`src/rtl/iob_merge_rr.sv`:
```
// iob_merge_rr: round-robin merge of N_MASTERS IOb native masters onto one
// IOb native slave port. One transaction in flight; the owner is locked until
// the slave returns ready. Optional watchdog enabled by defining
// MERGE_TIMEOUT_EN (adds the err port and a TIMEOUT_W-bit counter).
module iob_merge_rr #(
    parameter int N_MASTERS = 2,
    parameter int ADDR_W    = 32,
    parameter int DATA_W    = 32,
    parameter int TIMEOUT_W = 16,
    localparam int REQ_W    = 1 + ADDR_W + DATA_W + DATA_W / 8,
    localparam int RESP_W   = DATA_W + 1
) (
    input  logic                          clk,
    input  logic                          rst,
    input  logic [N_MASTERS*REQ_W-1:0]    m_req,
    output logic [N_MASTERS*RESP_W-1:0]   m_resp,
    output logic [REQ_W-1:0]              s_req,
    input  logic [RESP_W-1:0]             s_resp,
    output logic [N_MASTERS-1:0]          grant,
    output logic                          busy
`ifdef MERGE_TIMEOUT_EN
    ,
    output logic                          err
`endif
);

    localparam int IDX_W = (N_MASTERS > 1) ? $clog2(N_MASTERS) : 1;

    localparam logic [0:0] S_IDLE = 1'b0;
    localparam logic [0:0] S_BUSY = 1'b1;

    if (N_MASTERS < 1 || N_MASTERS > 8 || TIMEOUT_W < 2) begin : g_bad_cfg
        $error("iob_merge_rr: unsupported parameter combination");
    end

    logic [0:0]           state_q, state_d;
    logic [N_MASTERS-1:0] grant_q, grant_d;
    logic [IDX_W-1:0]     last_q, last_d;

    logic [N_MASTERS-1:0] m_valid;
    logic [IDX_W-1:0]     winner;
    logic                 any_valid;
    logic [REQ_W-1:0]     own_req;
    logic                 s_ready;
    logic                 tmo;
    logic [RESP_W-1:0]    own_resp;

`ifdef MERGE_TIMEOUT_EN
    localparam logic [DATA_W+31:0] TMO_RDATA_EXT = {{DATA_W{1'b0}}, 32'hDEADBEEF};
    logic [TIMEOUT_W-1:0] cnt_q, cnt_d;
`endif

    assign s_ready = s_resp[0];

    // Collect the valid bit (MSB) of every master slice.
    always_comb begin
        m_valid = '0;
        for (int unsigned i = 0; i < N_MASTERS; i++) begin
            m_valid[i] = m_req[i*REQ_W + REQ_W - 1];
        end
    end

    // Round-robin search: first valid master starting after the last winner.
    always_comb begin
        int unsigned      cand;
        logic [IDX_W-1:0] cand_idx;
        winner    = last_q;
        any_valid = 1'b0;
        cand      = 0;
        cand_idx  = '0;
        for (int unsigned i = 1; i <= N_MASTERS; i++) begin
            cand     = (32'(last_q) + i) % N_MASTERS;
            cand_idx = cand[IDX_W-1:0];
            if (!any_valid && m_valid[cand_idx]) begin
                any_valid = 1'b1;
                winner    = cand_idx;
            end
        end
    end

    // Request slice of the current owner (last_q holds the owner while BUSY).
    always_comb begin
        own_req = '0;
        for (int unsigned i = 0; i < N_MASTERS; i++) begin
            if (last_q == IDX_W'(i)) begin
                own_req = m_req[i*REQ_W +: REQ_W];
            end
        end
    end

    // Watchdog expiry: only when the slave has not answered in this cycle.
`ifdef MERGE_TIMEOUT_EN
    assign tmo = (state_q == S_BUSY) && !s_ready && (cnt_q == '1);
    assign err = tmo;
`else
    assign tmo = 1'b0;
`endif

    // FSM next state, grant register and rotation pointer.
    always_comb begin
        state_d = state_q;
        grant_d = grant_q;
        last_d  = last_q;
`ifdef MERGE_TIMEOUT_EN
        cnt_d   = cnt_q;
`endif
        case (state_q)
            S_IDLE: begin
                if (any_valid) begin
                    state_d = S_BUSY;
                    last_d  = winner;
                    for (int unsigned i = 0; i < N_MASTERS; i++) begin
                        grant_d[i] = (winner == IDX_W'(i));
                    end
`ifdef MERGE_TIMEOUT_EN
                    cnt_d = '0;
`endif
                end
            end
            S_BUSY: begin
                if (s_ready || tmo) begin
                    state_d = S_IDLE;
                    grant_d = '0;
                end else begin
`ifdef MERGE_TIMEOUT_EN
                    cnt_d = cnt_q + 1'b1;
`endif
                end
            end
            default: begin
                state_d = S_IDLE;
                grant_d = '0;
            end
        endcase
    end

    // Output muxing: everything is zero while idle.
    always_comb begin
        s_req    = '0;
        m_resp   = '0;
        own_resp = s_resp;
        if (state_q == S_BUSY) begin
            s_req = own_req;
`ifdef MERGE_TIMEOUT_EN
            if (tmo) begin
                s_req[REQ_W-1] = 1'b0;
                own_resp       = {TMO_RDATA_EXT[DATA_W-1:0], 1'b1};
            end
`endif
            for (int unsigned i = 0; i < N_MASTERS; i++) begin
                if (last_q == IDX_W'(i)) begin
                    m_resp[i*RESP_W +: RESP_W] = own_resp;
                end
            end
        end
    end

    assign grant = grant_q;
    assign busy  = (state_q == S_BUSY);

    // State registers; pointer resets to the top master so master 0 wins first.
    always_ff @(posedge clk or posedge rst) begin
        if (rst) begin
            state_q <= S_IDLE;
            grant_q <= '0;
            last_q  <= IDX_W'(N_MASTERS - 1);
`ifdef MERGE_TIMEOUT_EN
            cnt_q   <= '0;
`endif
        end else begin
            state_q <= state_d;
            grant_q <= grant_d;
            last_q  <= last_d;
`ifdef MERGE_TIMEOUT_EN
            cnt_q   <= cnt_d;
`endif
        end
    end

endmodule

```
`config.mk`:
```
export PLATFORM = sky130hd
export DESIGN_NAME = iob_merge_rr
export DESIGN_NICKNAME = d
export VERILOG_FILES = /design/src/rtl/iob_merge_rr.sv
export SDC_FILE = /design/constraint.sdc
export NUM_CORES = 1
export LEC_CHECK = 0
export CORE_AREA = 10 10 113 115
export DETAILED_ROUTE_END_ITERATION = 8
export DIE_AREA = 0 0 123 125
export GPL_TIMING_DRIVEN = 0
export HOLD_SLACK_MARGIN = 0.05
export PLACE_DENSITY = 0.8
export RECOVER_POWER = 25
export SLEW_MARGIN = 30
export SYNTH_ARGS = -nofsm -noshare
export SYNTH_HDL_FRONTEND = slang
export SYNTH_SLANG_ARGS = --single-unit
```
`constraint.sdc`:
```
create_clock -name clk -period 4 [get_ports clk]
set_input_delay 0.8 -clock clk [delete_from_list [all_inputs] [get_ports clk]]
set_output_delay 0.8 -clock clk [all_outputs]
set_load 0.02 [all_outputs]
```
==> flow_summary_export.csv <==
group,metric,value,unit
final_layout,final_area,0.00525,mm^2
global_route,grt_pass1_vias,3171,
placed_design,dpl-instance-area,0.00521,mm^2
worst_setup_path,cp_max_fo,5,
worst_setup_path,critical-path-top-delay-family,"buffers and inverters",
worst_setup_path,end_kind,"primary output",
floorplan,dieArea,0.0154,mm^2
detailed_routing,vias_per_cell,4.24,
hold_path,hold_path_class,"flip-flop to flip-flop",
timing,fmax,323,MHz
floorplan,dieWidth,123,um
clocking,hold_buffers,0,
synth,ys.flop_type,"dfrtp_1",
clocking,clk_latency,0.22,ns
clocking,htreeDepth,1,
worst_setup_path,critPathLaunch,"m_req[68]",
worst_setup_path,path_cells,"dlygate4sd3_1, mux2i_1, nor2b_1, clkdlybuf4s50_1",
timing,slew_violations,0,
clocking,cts_buffer_depth,2,
synth,yosys-top-cells-area,"mux2i_1 36%, and2b_1 14%, and2_1 11%",
timing,min_period,3.09,ns
global_route,antenna_found_initial,0,
synth,ys_seq_area_frac,0.0526,
global_route,grt_max_degree,11,
synth,ys_types,22,
final_layout,fillers,988,
global_route,grt_usage,0.155,
run,max_cap_viol_count,0,
worst_setup_path,crit_path_top_delay_cell,"dlygate4sd3_1",
timing,hold-worst-slack,0.526,ns
synth,synth.most_common_cell,"mux2i_1",
hold_path,holdPathStages,1,
clocking,cts_tree,"yes",
clocking,clock-sinks,4,
synth,syn_nets,421,
global_route,grt_pass1_wl,18900,um
clocking,cts-resized-gates,0,
clocking,path_clk_slew,0.03,ns
synth,synth_seq_cells,4,
floorplan,coreArea,0.0106,mm^2
worst_setup_path,rr_worst_depth,4,
timing,fin_skew,0.00669,ns
hold_path,min-delay-start,"grant[1]",
detailed_routing,ant_nets,0,
placed_design,hpwl,12000,um
detailed_routing,drc,0,
power_and_ir_drop,irDropWorstVdd,0.158,mV
final_layout,fin_nets,736,
detailed_routing,num_vias,2978,
floorplan,fp-row-count,38,
synth,synth_top_area_frac,0.358,
timing,finalSetupViolations,0,
synth,yosys.area.top_type,"mux2i_1",
synth,syn_inst,248,
timing,tightest_slew,0.514,ns
timing,rsz0062_at_grt,"false",
synth,syn_area_per_cell,7.77,um^2
clocking,clockRootBuffer,"clkbuf_8",
placed_design,gp_congestion,0.905,
detailed_routing,drt-wirelength-per-cell,19.1,um
placed_design,pre_cts_slack,0.986,ns
clocking,cts_setup_buffers,0,
placed_design,io_buffers,310,
final_layout,area_growth,172,%
worst_setup_path,setup.worst_path.class,"input port to primary output",
worst_setup_path,path_depth,4,
worst_setup_path,critPathBufInv,2,
outcome,status,"finished clean",
synth,synthArstFlopShare,1.00,
clocking,numCtsBuffers,3,
timing,max-slew-margin-rel,0.657,
final_layout,num_antenna_cells,0,
floorplan,dieHeight,125,um
power_and_ir_drop,cellLeakagePower,2.31,nW
detailed_routing,drt-pass1-iter-count,4,
synth,yosys-top-cells-count,"69 x mux2i_1, 37 x and2b_1, 33 x and2_1, 33 x and3_1, 32 x nor2b_1",
timing,finalHoldViolCount,0,
detailed_routing,drtIter0Drc,89,
synth,synth_edf_count,0,
worst_setup_path,worstPathArrival,2.29,ns
worst_setup_path,worst_ep_required_time,3.20,ns
worst_setup_path,slowest_delay,0.64,ns
detailed_routing,routed_wl,13400,um
timing,fin_crit_sh,0.773,
synth,synth_area,0.00193,mm^2
global_route,grt_overflow,0,
power_and_ir_drop,power_density,342,mW/mm^2
final_layout,utilization,0.495,
timing,layout_setup_ws,0.909,ns
synth,ys_warn_count,0,
floorplan,start_util,0.182,
final_layout,drive_above_1_share,0.0409,
floorplan,io_pins,311,
timing,tns,0,ns
worst_setup_path,cp-start-kind,"input port",
worst_setup_path,r2r_start,"last_q",
==> sequential cells by signal, indices dropped and copies added, names as in the netlist <==
| name | cells |
|---|---|
| last_q | 1 |
| busy | 1 |
| grant | 2 |
==> placed cells by master (no fill, tap or decap), types with 3 or more instances in the layout <==
cell type / count
and2_1: 33
and2b_1: 37
and3_1: 33
buf_4: 6
buf_8: 3
clkbuf_1: 11
clkbuf_2: 6
clkbuf_8: 3
clkdlybuf4s50_1: 280
dfrtp_1: 3
dlygate4sd3_1: 30
mux2i_1: 69
nand2b_1: 3
nor2b_1: 32
==> stage by stage <==
step           std cells  power, mW
2_1_floorplan        248      0.951
3_3_place_gp         698       1.72
3_5_place_dp         698       1.74
4_1_cts              702       1.84
5_1_grt              702       1.90
6_report             702       1.79
==> worst register-to-register path, cell delays in order (launching register included) <==
cell and delay (ns):
dfstp_2 0.50, buf_4 0.16, buf_2 0.26, a21oi_1 0.13, a31o_2 0.23
==> cells by family after synthesis <==
family                 after synthesis  synth area share
muxes                               69             0.358
and+or+nand+nor                    142             0.482
buffers and inverters               28            0.0889
AOI/OAI and AO/OA                    5            0.0182
DFF                                  4            0.0526
==> routing by layer <==
| layer | wire length (um) | track usage | vias to the layer above |
|---|---|---|---|
| li1 | - | - | 1465 |
| met1 | 4480 | 0.145 | 1322 |
| met2 | 7150 | 0.306 | 183 |
| met3 | 1640 | 0.0644 | 8 |
| met4 | 115 | 0.0240 | 0 |
| met5 | 0 | 0 | - |
==> where the power goes <==
group / internal [mW] / switching, mW
Clock: 0.0683 / 0.0229
Sequential: 0.0512 / 0.00401
Combinational: 0.857 / 0.791
==> area by class of cell <==
class                      instances  area, um^2  area share
timing repair buffer             310        3100       0.591
buffer                            27         168      0.0319
tap                              140         175      0.0334
inverter                           1        3.75    0.000715
clock buffer                       4        45.0     0.00858
sequential                         4         101      0.0193
multi-input combinational        216        1660       0.315
==> final timing paths <==
kind | endpoint | slack, ns
min in group asynchronous | busy | 0.90
max | s_req[68] | 0.91
min reg2reg | grant[1] | 0.53
min | grant[1] | 0.53
max reg2reg | grant[1] | 2.60
max in group asynchronous | last_q | 2.86
Power figures use the tool's default switching activity.
